**src/rtl/fetch_stage_pkg.sv**
```systemverilog
// ============================================================================
// Module  : fetch_stage_pkg
// Brief   : Shared CPU constants and encodings used by the fetch stage.
// Revision: 1.0 - initial release
// ============================================================================
`default_nettype none

package fetch_stage_pkg;

  localparam logic [31:0] C_NOP      = 32'h0000_0013;  // addi x0, x0, 0
  localparam logic [31:0] C_RESET_PC = 32'h0000_0000;

  typedef enum logic [1:0] {
    PCSRC_SEQ  = 2'b00,
    PCSRC_BR   = 2'b01,
    PCSRC_JALR = 2'b10,
    PCSRC_RSVD = 2'b11
  } pc_src_t;

endpackage

`default_nettype wire

```
**src/rtl/fetch_stage_pc_next_sel.sv**
```systemverilog
// ============================================================================
// Module  : pc_next_sel
// Brief   : Combinational next-PC logic: sequential add, redirect target, select.
// Revision: 1.0 - initial release
// ============================================================================
`default_nettype none

module pc_next_sel
  import fetch_stage_pkg::*;
#(
  parameter int DATA_WIDTH = 32
) (
  input  logic [DATA_WIDTH-1:0] i_pc,
  input  logic [1:0]            i_pc_src,
  input  logic [DATA_WIDTH-1:0] i_pc_e,
  input  logic [DATA_WIDTH-1:0] i_imm_ext_e,
  input  logic [DATA_WIDTH-1:0] i_alu_result_e,
  output logic [DATA_WIDTH-1:0] o_pc_plus4,
  output logic [DATA_WIDTH-1:0] o_target,
  output logic                  o_redirect
);

  pc_src_t w_src;

  always_comb begin
    w_src      = pc_src_t'(i_pc_src);
    o_pc_plus4 = i_pc + DATA_WIDTH'(4);
    o_target   = o_pc_plus4;
    o_redirect = 1'b0;
    // Reserved encoding falls through to sequential.
    case (w_src)
      PCSRC_BR: begin
        o_target   = i_pc_e + i_imm_ext_e;
        o_redirect = 1'b1;
      end
      PCSRC_JALR: begin
        o_target   = {i_alu_result_e[DATA_WIDTH-1:1], 1'b0};
        o_redirect = 1'b1;
      end
      default: ;
    endcase
  end

endmodule

`default_nettype wire

```
**src/rtl/fetch_stage.sv**
```systemverilog
// ============================================================================
// Module  : fetch_stage
// Brief   : PC register, instruction fetch and fetch/decode pipeline register.
// Revision: 1.0 - initial release
// ============================================================================
`default_nettype none

module fetch_stage
  import fetch_stage_pkg::*;
#(
  parameter int                    DATA_WIDTH = 32,
  parameter logic [DATA_WIDTH-1:0] RESET_PC   = DATA_WIDTH'(C_RESET_PC)
) (
  input  logic                  clk,
  input  logic                  rst,
  input  logic                  stall,
  input  logic                  flush,
  input  logic [1:0]            pc_src,
  input  logic [DATA_WIDTH-1:0] pc_e,
  input  logic [DATA_WIDTH-1:0] imm_ext_e,
  input  logic [DATA_WIDTH-1:0] alu_result_e,
  output logic [DATA_WIDTH-1:0] imem_addr,
  input  logic [DATA_WIDTH-1:0] imem_rdata,
  input  logic                  imem_valid,
  output logic [DATA_WIDTH-1:0] instr_d,
  output logic [DATA_WIDTH-1:0] pc_d,
  output logic [DATA_WIDTH-1:0] pc_plus4_d,
  output logic                  valid_d
);

  localparam logic [DATA_WIDTH-1:0] C_NOP_W = DATA_WIDTH'(C_NOP);

  logic [DATA_WIDTH-1:0] r_pc;
  logic [DATA_WIDTH-1:0] r_instr_d;
  logic [DATA_WIDTH-1:0] r_pc_d;
  logic [DATA_WIDTH-1:0] r_pc_plus4_d;
  logic                  r_valid_d;

  logic [DATA_WIDTH-1:0] w_pc_plus4;
  logic [DATA_WIDTH-1:0] w_target;
  logic                  w_redirect;

  pc_next_sel #(
    .DATA_WIDTH (DATA_WIDTH)
  ) u_pc_next_sel (
    .i_pc           (r_pc),
    .i_pc_src       (pc_src),
    .i_pc_e         (pc_e),
    .i_imm_ext_e    (imm_ext_e),
    .i_alu_result_e (alu_result_e),
    .o_pc_plus4     (w_pc_plus4),
    .o_target       (w_target),
    .o_redirect     (w_redirect)
  );

  // Redirect beats stall so a taken branch is never lost behind a hazard.
  always_ff @(posedge clk) begin
    if (rst) begin
      r_pc <= RESET_PC;
    end else if (w_redirect) begin
      r_pc <= w_target;
    end else if (!stall && imem_valid) begin
      r_pc <= w_pc_plus4;
    end
  end

  // Bubbles keep pc_d/pc_plus4_d so the last real PC stays observable.
  always_ff @(posedge clk) begin
    if (rst) begin
      r_instr_d    <= C_NOP_W;
      r_pc_d       <= '0;
      r_pc_plus4_d <= '0;
      r_valid_d    <= 1'b0;
    end else if (flush || w_redirect) begin
      r_instr_d <= C_NOP_W;
      r_valid_d <= 1'b0;
    end else if (stall) begin
      r_instr_d <= r_instr_d;
    end else if (imem_valid) begin
      r_instr_d    <= imem_rdata;
      r_pc_d       <= r_pc;
      r_pc_plus4_d <= w_pc_plus4;
      r_valid_d    <= 1'b1;
    end else begin
      r_instr_d <= C_NOP_W;
      r_valid_d <= 1'b0;
    end
  end

  assign imem_addr  = r_pc;
  assign instr_d    = r_instr_d;
  assign pc_d       = r_pc_d;
  assign pc_plus4_d = r_pc_plus4_d;
  assign valid_d    = r_valid_d;

endmodule

`default_nettype wire

```
**config.mk**
```make
export PLATFORM = sky130hd
export DESIGN_NAME = fetch_stage
export DESIGN_NICKNAME = d
export VERILOG_FILES = /design/src/rtl/fetch_stage_pkg.sv /design/src/rtl/fetch_stage_pc_next_sel.sv /design/src/rtl/fetch_stage.sv
export SDC_FILE = /design/constraint.sdc
export NUM_CORES = 1
export LEC_CHECK = 0
export ABC_AREA = 1
export CORE_MARGIN = 4
export CORE_UTILIZATION = 48
export CTS_BUF_LIST = sky130_fd_sc_hd__clkbuf_8
export CTS_CLUSTER_SIZE = 40
export DETAILED_ROUTE_END_ITERATION = 10
export PLACE_DENSITY = 0.88
export SETUP_SLACK_MARGIN = 0.15
export SYNTH_ARGS = -nofsm -noshare
export SYNTH_HDL_FRONTEND = slang
export SYNTH_SLANG_ARGS = --single-unit
```
**constraint.sdc**
```tcl
create_clock -name clk -period 2.5 [get_ports clk]
set_input_delay 0.625 -clock clk [delete_from_list [all_inputs] [get_ports clk]]
set_output_delay 0.625 -clock clk [all_outputs]
set_load 0.01 [all_outputs]
```
==> metrics.txt, run 1 <==
# TYPE chip_impl_metric gauge
chip_impl_metric{name="synth_top_cell_area_share",unit="%"} 31.1
chip_impl_metric{name="maxCapViolCount",unit=""} 0
chip_impl_info{name="crit_path_start_kind",value="input port"} 1
chip_impl_metric{name="core-area",unit="um2"} 16600
chip_impl_metric{name="yosysWarningCount",unit=""} 0
chip_impl_metric{name="placementRows",unit=""} 47
chip_impl_metric{name="combinational_group_share_of_total_power",unit="%"} 30.9
chip_impl_metric{name="routedWlPerCell",unit="um"} 16.3
chip_impl_metric{name="power_report.internal_total",unit="mW"} 4.08
chip_impl_metric{name="setup_slack",unit="ps"} 216
chip_impl_metric{name="final_layout_size_suffix_gt1_share",unit="%"} 14.0
chip_impl_metric{name="detailed_place.area",unit="um2"} 11600
chip_impl_metric{name="clock_transition_time_at_the_flip_flop_clock_pins_of_the_worst_setup_and_hold_paths",unit="ps"} 70
chip_impl_metric{name="grt_pass1_vias",unit=""} 9312
chip_impl_metric{name="total_switching_power",unit="mW"} 1.87
chip_impl_metric{name="postRouteAntennaNets",unit=""} 0
chip_impl_metric{name="num_io_pins",unit=""} 264
chip_impl_metric{name="min_period",unit="ps"} 2280
chip_impl_info{name="crit_family",value="buffers and inverters"} 1
chip_impl_metric{name="detailedPlace.worstSlack",unit="ps"} -350
chip_impl_info{name="outcome",value="finished clean"} 1
chip_impl_metric{name="drt_iter0_markers",unit=""} 902
chip_impl_metric{name="synth_cell_type_count",unit=""} 41
chip_impl_metric{name="buffer_ports.inserted",unit=""} 262
chip_impl_metric{name="worst_case_clock_skew",unit="ps"} 13.9
chip_impl_metric{name="synth_enable_flop_cells",unit=""} 0
chip_impl_metric{name="footprint_of_the_flip_flops_and_latches",unit="um2"} 2540
chip_impl_metric{name="critical_path.max_fanout",unit=""} 4
chip_impl_metric{name="filler_cell_count",unit=""} 1279
chip_impl_info{name="setup_repair_after_global_routing_missed_its_margin",value="true"} 1
chip_impl_info{name="crit_path_cell_trace",value="clkdlybuf4s50_1 -> ha_4 -> nand2_2 -> buf_4 -> nor2_2 -> buf_4 -> a21oi_1 -> nand2_2 -> buf_4 -> buf_4 -> a21o_1 -> a21oi_1"} 1
chip_impl_info{name="timing_worst_setup_path_type",value="in2reg"} 1
chip_impl_metric{name="setup-violations-final",unit=""} 0
chip_impl_metric{name="crit_path_max_incr_delay",unit="ps"} 510
chip_impl_metric{name="number_of_antenna_violations_at_the_first_check_in_global_routing",unit=""} 0
chip_impl_metric{name="route.final.wire_length",unit="um"} 30300
chip_impl_metric{name="ctsHtreeMaxLevel",unit=""} 4
chip_impl_metric{name="fmaxAchievable",unit="MHz"} 438
chip_impl_metric{name="final_max_slew_viol_count",unit=""} 0
chip_impl_metric{name="ys_seq_area_share",unit="%"} 31.1
chip_impl_metric{name="post_synth.cell_area_avg",unit="um2"} 6.30
chip_impl_metric{name="viasPerCell",unit=""} 5.30
chip_impl_metric{name="cts_sinks",unit=""} 127
chip_impl_info{name="cts_tree",value="yes"} 1
chip_impl_metric{name="netlist_area",unit="um2"} 8180
chip_impl_metric{name="die_h",unit="um"} 139
chip_impl_metric{name="path_buf_inv",unit=""} 5
chip_impl_metric{name="clock_latency",unit="ps"} 440
chip_impl_metric{name="synthesis.nets",unit=""} 1469
chip_impl_metric{name="die_area",unit="um2"} 19200
chip_impl_metric{name="largest_net_degree_at_the_start_of_global_routing",unit=""} 52
chip_impl_metric{name="grt_overflow_total",unit=""} 0
chip_impl_metric{name="num_vias",unit=""} 9854
chip_impl_metric{name="data_required_critical_path",unit="ps"} 2870
chip_impl_metric{name="final_cell_area",unit="um2"} 12300
chip_impl_metric{name="grt_first_pass_wirelength",unit="um"} 46400
chip_impl_metric{name="relSlewSlack",unit="%"} 66.3
chip_impl_metric{name="drt_pass1_iterations",unit=""} 7
chip_impl_metric{name="numCtsBuffers",unit=""} 17
chip_impl_metric{name="cts-hold-fix-buffers",unit=""} 0
chip_impl_info{name="yosys.area.top_type",value="sky130_fd_sc_hd__dfxtp_1"} 1
chip_impl_info{name="most_common_cell_after_layout_fill_and_taps_aside",value="sky130_fd_sc_hd__nand2_1"} 1
chip_impl_metric{name="yosys_register_bits",unit=""} 127
chip_impl_metric{name="post_synth_inst_count",unit=""} 1299
chip_impl_metric{name="combined_area_of_the_multi_input_logic_cells",unit="um2"} 4950
chip_impl_metric{name="total_power",unit="mW"} 5.96
chip_impl_metric{name="worst_slew_pin_slew",unit="ps"} 501
chip_impl_metric{name="drt_drc_violations_left",unit=""} 0
chip_impl_metric{name="design.final.nets",unit=""} 1798
chip_impl_metric{name="power_density",unit="nW/um2"} 483
chip_impl_metric{name="gp_weighted_congestion",unit=""} 0.986
chip_impl_metric{name="pwr-share-seq",unit="%"} 37.8
chip_impl_metric{name="cts-root-to-sink-buffers",unit=""} 2
chip_impl_metric{name="insertedDiodeCount",unit=""} 0
chip_impl_metric{name="power.switching_fraction",unit="%"} 31.4
chip_impl_info{name="crit_path_top_delay_cell",value="sky130_fd_sc_hd__clkdlybuf4s50_1"} 1
chip_impl_metric{name="die_w",unit="um"} 139
chip_impl_metric{name="initial_core_utilization",unit="%"} 49.1
chip_impl_info{name="worst_setup_ep_type",value="flop"} 1
chip_impl_metric{name="clockPowerShare",unit="%"} 31.2
chip_impl_metric{name="p_leak",unit="nW"} 5.67
chip_impl_metric{name="crit_arrival",unit="ps"} 2650
chip_impl_info{name="layout_common_cells",value="sky130_fd_sc_hd__nand2_1 (341), sky130_fd_sc_hd__clkdlybuf4s50_1 (257), sky130_fd_sc_hd__inv_1 (184), sky130_fd_sc_hd__a21oi_1 (133), sky130_fd_sc_hd__dfxtp_1 (127)"} 1
chip_impl_info{name="critical-path-top-cell-by-count",value="sky130_fd_sc_hd__buf_4"} 1
chip_impl_metric{name="power.ir.vdd_worst",unit="uV"} 424
chip_impl_info{name="dominantRegCellSynth",value="sky130_fd_sc_hd__dfxtp_1"} 1
chip_impl_info{name="min-delay-path-class",value="reg2reg"} 1
chip_impl_info{name="post_synth_main_area_contributors",value="sky130_fd_sc_hd__dfxtp_1 (31%), sky130_fd_sc_hd__nand2_1 (16%), sky130_fd_sc_hd__a21oi_1 (8.4%), sky130_fd_sc_hd__inv_1 (8.4%), sky130_fd_sc_hd__ha_1 (5.2%)"} 1
chip_impl_metric{name="groute.usage.overall",unit="%"} 29.4
chip_impl_info{name="cts_root_buffer",value="sky130_fd_sc_hd__clkbuf_8"} 1
chip_impl_metric{name="area.growth.synth_to_final",unit="%"} 50.9
chip_impl_metric{name="post_synthesis_async_set_or_reset_flop_share",unit="%"} 0
chip_impl_metric{name="hpwl",unit="um"} 23500
chip_impl_metric{name="timing.final.crit_share",unit="%"} 91.4
chip_impl_metric{name="finalHoldViolCount",unit=""} 0
tightest hold or removal path, cell delays in order, from the launching register on:
cell and delay [ps]:
sky130_fd_sc_hd__dfxtp_1 310, sky130_fd_sc_hd__nand2_1 60, sky130_fd_sc_hd__a21oi_1 50
through the flow:
stage	hold slack, ps	std cells	TNS [ps]	util [%]
after global routing	483	1858	0	74.2
final	466	1858	0	74.2
after detailed placement	456	1823	-7260	69.6
after global placement	451	1823	-4600	69.6
after CTS	465	1852	0	72.1
after floorplan	474	1299	0	-
power by group through the flow:
stage	Clock [mW]	Combinational (mW)	Sequential (mW)
after floorplan	0	0.806	2.31
after global placement	0	1.67	2.29
after detailed placement	0	1.70	2.29
after CTS	1.88	1.72	2.25
after global routing	1.97	2.00	2.26
final	1.86	1.84	2.25
cell type report:
| cell class | instances | share of cell area [%] |
|---|---|---|
| multi-input combinational | 929 | 40.1 |
| timing repair buffer | 360 | 27.9 |
| sequential | 127 | 20.6 |
| inverter | 193 | 5.89 |
| clock buffer | 21 | 2.34 |
| tap | 220 | 2.23 |
| clock inverter | 8 | 0.933 |
registers in the layout, summed over array words and instances, names as in the netlist:
signal / count
imem_addr: 32
instr_d: 32
pc_d: 32
pc_plus4_d: 30
valid_d: 1
worst paths after layout:
path                             startpoint                          to  slack, ps  depth (start not counted)
setup reg to reg  imem_addr[3]$_SDFFE_PP0P_  imem_addr[22]$_SDFFE_PP0P_        330                         11
setup / recovery               imm_ext_e[9]  imem_addr[13]$_SDFFE_PP0P_        220                         12
hold reg to reg     instr_d[7]$_SDFFE_PP0N_     instr_d[7]$_SDFFE_PP0N_        470                          2
hold / removal      instr_d[7]$_SDFFE_PP0N_     instr_d[7]$_SDFFE_PP0N_        470                          2
synthesized netlist by cell type (9+ instances only):
library cell / number
sky130_fd_sc_hd__nor2_1: 112
sky130_fd_sc_hd__nor3_1: 11
sky130_fd_sc_hd__nand2_1: 358
sky130_fd_sc_hd__buf_2: 9
sky130_fd_sc_hd__nand2_2: 9
sky130_fd_sc_hd__inv_1: 184
sky130_fd_sc_hd__or2_2: 12
sky130_fd_sc_hd__dfxtp_1: 127
sky130_fd_sc_hd__inv_2: 9
sky130_fd_sc_hd__o211ai_1: 10
sky130_fd_sc_hd__nand3_1: 79
sky130_fd_sc_hd__clkbuf_1: 32
sky130_fd_sc_hd__ha_1: 34
sky130_fd_sc_hd__xor2_1: 18
sky130_fd_sc_hd__o21ai_0: 76
sky130_fd_sc_hd__a21oi_1: 138
per-layer routing:
metal / vias up / wire, um / global-route usage [%] / part of all wire [%]
li1: 4819 / - / - / -
met1: 4473 / 12200 / 36.2 / 40
met2: 464 / 14200 / 49.4 / 47
met3: 98 / 2560 / 6.56 / 8.5
met4: 0 / 1340 / 13.1 / 4.4
met5: - / 0 / 0 / 0
kinds of logic (layout without fill, tap and decap cells):
logic type               count (synthesis)  in the layout  share of synthesized area [%]
AND/OR/NAND/NOR                        621            621                           33.0
adder cells (fa/ha/maj)                 35             35                           5.45
AO/OA/AOI/OAI                          255            255                           16.8
flip-flops                             127            127                           31.1
XOR/XNOR                                18             18                           1.93
buffers and inverters                  243            582                           11.8
timing repair:
| action | CTS | global route |
|---|---|---|
| pin swaps | 0 | 17 |
| setup buffers | 0 | 6 |
| resized for setup | 1 | 59 |
| setup endpoints to repair | 2 | 21 |
Power figures use the tool's default switching activity.
==> run 2: changes to the inputs <==
- clock period: 2.5 -> 2.3 ns (I/O delays scaled with it)
==> run 2 against run 1 <==
  * Die area unchanged
  * Cell count up 2.3%
  * Setup slack worse by 190 ps
  * Total power up 8.8%
  * Non-clock buffer count up 41
  * Final area up 7.7%
  * Highest routed layer unchanged
==> metrics.txt, run 2 (same netlist as run 1, synthesis figures left out) <==
# TYPE chip_impl_metric gauge
chip_impl_metric{name="p_leak",unit="nW"} 6.25
chip_impl_metric{name="final_layout_size_suffix_gt1_share",unit="%"} 22.5
chip_impl_metric{name="postRouteAntennaNets",unit=""} 0
chip_impl_metric{name="finalHoldViolCount",unit=""} 0
chip_impl_metric{name="grt_first_pass_wirelength",unit="um"} 47500
chip_impl_metric{name="groute.usage.overall",unit="%"} 30.3
chip_impl_info{name="crit-reg2reg-launch",value="imem_addr[5]$_SDFFE_PP0P_"} 1
chip_impl_metric{name="clock_transition_time_at_the_flip_flop_clock_pins_of_the_worst_setup_and_hold_paths",unit="ps"} 80
chip_impl_metric{name="timing.final.crit_share",unit="%"} 99.0
chip_impl_info{name="layout_common_cells",value="sky130_fd_sc_hd__nand2_1 (292), sky130_fd_sc_hd__clkdlybuf4s50_1 (225), sky130_fd_sc_hd__inv_1 (175), sky130_fd_sc_hd__dfxtp_1 (125), sky130_fd_sc_hd__a21oi_1 (122)"} 1
chip_impl_info{name="min-delay-path-class",value="reg2reg"} 1
chip_impl_info{name="worst_setup_path_startpoint",value="pc_e[5]"} 1
chip_impl_metric{name="power.switching_fraction",unit="%"} 34.5
chip_impl_metric{name="power.ir.vdd_worst",unit="uV"} 408
chip_impl_metric{name="place_inst",unit=""} 1859
chip_impl_metric{name="buffer_ports.inserted",unit=""} 262
chip_impl_metric{name="number_of_antenna_violations_at_the_first_check_in_global_routing",unit=""} 0
chip_impl_metric{name="path_buf_inv",unit=""} 2
chip_impl_metric{name="grt_pass1_vias",unit=""} 9289
chip_impl_metric{name="drt_drc_violations_left",unit=""} 0
chip_impl_metric{name="final_cell_area",unit="um2"} 13300
chip_impl_metric{name="final_max_slew_viol_count",unit=""} 0
chip_impl_metric{name="cts-root-to-sink-buffers",unit=""} 2
chip_impl_metric{name="detailedPlace.worstSlack",unit="ps"} -515
chip_impl_metric{name="power_report.internal_total",unit="mW"} 4.25
chip_impl_metric{name="postLayoutCoreUtil",unit="%"} 79.8
chip_impl_info{name="worst_setup_ep_type",value="flop"} 1
chip_impl_metric{name="die_h",unit="um"} 139
chip_impl_metric{name="grt_overflow_total",unit=""} 0
chip_impl_metric{name="fmaxAchievable",unit="MHz"} 439
chip_impl_metric{name="total_switching_power",unit="mW"} 2.23
chip_impl_metric{name="worst_case_clock_skew",unit="ps"} 13.3
chip_impl_metric{name="largest_net_degree_at_the_start_of_global_routing",unit=""} 55
chip_impl_info{name="outcome",value="finished clean"} 1
chip_impl_metric{name="crit_arrival",unit="ps"} 2640
chip_impl_metric{name="clock_latency",unit="ps"} 440
chip_impl_metric{name="holdWs",unit="ps"} 468
chip_impl_metric{name="design.final.nets",unit=""} 1839
chip_impl_info{name="crit_path_start_kind",value="input port"} 1
chip_impl_metric{name="placementRows",unit=""} 47
chip_impl_metric{name="ctsHtreeMaxLevel",unit=""} 4
chip_impl_metric{name="setup-violations-final",unit=""} 0
chip_impl_info{name="timing_worst_setup_path_type",value="in2reg"} 1
chip_impl_info{name="crit_family",value="simple AND/OR/NAND/NOR gates"} 1
chip_impl_metric{name="num_vias",unit=""} 10400
chip_impl_metric{name="data_required_critical_path",unit="ps"} 2660
chip_impl_metric{name="gp_weighted_congestion",unit=""} 0.990
chip_impl_metric{name="numCtsBuffers",unit=""} 17
chip_impl_metric{name="min_period",unit="ps"} 2280
chip_impl_metric{name="cts_sinks",unit=""} 127
chip_impl_metric{name="die_area",unit="um2"} 19200
chip_impl_info{name="most_common_cell_after_layout_fill_and_taps_aside",value="sky130_fd_sc_hd__nand2_1"} 1
chip_impl_metric{name="die_w",unit="um"} 139
chip_impl_metric{name="relSlewSlack",unit="%"} 63.1
chip_impl_metric{name="clockPowerShare",unit="%"} 26.7
chip_impl_info{name="cts_tree",value="yes"} 1
chip_impl_metric{name="setup_slack",unit="ps"} 22.5
chip_impl_metric{name="route.final.wire_length",unit="um"} 33900
chip_impl_metric{name="detailed_place.area",unit="um2"} 11900
chip_impl_metric{name="viasPerCell",unit=""} 5.46
chip_impl_metric{name="drt_iter0_markers",unit=""} 1070
chip_impl_metric{name="area.growth.synth_to_final",unit="%"} 62.5
chip_impl_info{name="setup_repair_after_global_routing_missed_its_margin",value="true"} 1
chip_impl_info{name="crit_path_top_delay_cell",value="sky130_fd_sc_hd__clkdlybuf4s50_1"} 1
chip_impl_info{name="critical-path-top-cell-by-count",value="sky130_fd_sc_hd__nand2_1"} 1
chip_impl_metric{name="pwr-share-seq",unit="%"} 37.8
chip_impl_metric{name="worst_slew_pin_slew",unit="ps"} 548
chip_impl_metric{name="critical_path.max_fanout",unit=""} 4
chip_impl_metric{name="initial_core_utilization",unit="%"} 49.1
chip_impl_metric{name="maxCapViolCount",unit=""} 0
chip_impl_metric{name="power_density",unit="nW/um2"} 487
chip_impl_info{name="crit_path_cell_trace",value="clkdlybuf4s50_1 -> ha_4 -> nand2_2 -> buf_4 -> nor2_1 -> and2_1 -> nand2_1 -> nand2_4 -> nand2_2 -> nand3_1 -> nand3_1 -> nand2_1 -> nand2_1 -> a21oi_2"} 1
chip_impl_metric{name="crit_path_max_incr_delay",unit="ps"} 440
chip_impl_metric{name="hpwl",unit="um"} 24000
chip_impl_info{name="hold_path.startpoint",value="instr_d[20]$_SDFFE_PP0N_"} 1
chip_impl_metric{name="core-area",unit="um2"} 16600
chip_impl_metric{name="drt_pass1_iterations",unit=""} 5
chip_impl_metric{name="combinational_group_share_of_total_power",unit="%"} 35.6
chip_impl_metric{name="finish.cell_count_without_fillers",unit=""} 1901
chip_impl_metric{name="insertedDiodeCount",unit=""} 0
chip_impl_metric{name="num_io_pins",unit=""} 264
chip_impl_info{name="cts_root_buffer",value="sky130_fd_sc_hd__clkbuf_8"} 1
chip_impl_metric{name="cts-hold-fix-buffers",unit=""} 0
chip_impl_metric{name="routedWlPerCell",unit="um"} 17.9
==> run 2: changes by cell type in the layout (fill, tap and decap cells not counted), moves of 27 or more <==
cell / delta
sky130_fd_sc_hd__nand2_1: -49
sky130_fd_sc_hd__nand2_2: +39
sky130_fd_sc_hd__dlymetal6s2s_1: +32
sky130_fd_sc_hd__clkdlybuf4s50_1: -32
sky130_fd_sc_hd__buf_4: +27
==> run 2: per-layer routing <==
layer  wire, um  up-vias  GRT usage, %
met4       1710        0          12.2
met2      16300      585          50.2
met1      13000     4744          38.1
li1           -     4902             -
met5          0        -             0
met3       2960      139          6.98
==> run 2: per-stage QoR <==
stage                     total power [mW]  setup TNS [ps]
after floorplan                       3.38               0
after global placement                4.40          -20080
after detailed placement              4.42          -26390
after CTS                             6.15               0
after global routing                  6.77           -72.4
final                                 6.48               0
==> run 2: final cells by class <==
| cell class | count | area (um2) |
|---|---|---|
| inverter | 193 | 729 |
| timing repair buffer | 401 | 3930 |
| multi-input combinational | 929 | 5470 |
| clock inverter | 14 | 105 |
| fill | 1100 | 3350 |
| clock buffer | 17 | 234 |
| tap | 220 | 275 |
| sequential | 127 | 2540 |
==> run 2: worst reg2reg max path, delay by kind of cell (launching register included) <==
family                 cells  cell delay (ps)
AND/OR/NAND/NOR            7             1210
flip-flops                 1              490
buffers and inverters      1              160
AO/OA/AOI/OAI              1               50
==> run 2: power by group through the flow <==
stage / combinational [mW] / sequential (mW) / clock [mW]
2_1_floorplan: 0.876 / 2.51 / 0
3_3_place_gp: 1.91 / 2.49 / 0
3_5_place_dp: 1.94 / 2.49 / 0
4_1_cts: 1.97 / 2.44 / 1.73
5_1_grt: 2.47 / 2.46 / 1.85
6_report: 2.30 / 2.45 / 1.73
==> run 2: path summary, 6_finish.rpt <==
check	to	slack (ps)	cells past startpoint
max	imem_addr[21]$_SDFFE_PP0P_	20	14
max reg2reg	imem_addr[20]$_SDFFE_PP0P_	280	9
min	instr_d[20]$_SDFFE_PP0N_	470	2
min reg2reg	instr_d[20]$_SDFFE_PP0N_	470	2
==> run 2: what timing repair did <==
action	4_1_cts	5_1_grt
resized for setup	22	207
setup buffers	0	10
pin swaps	3	47
setup endpoints to repair	20	84
gates cloned	0	1
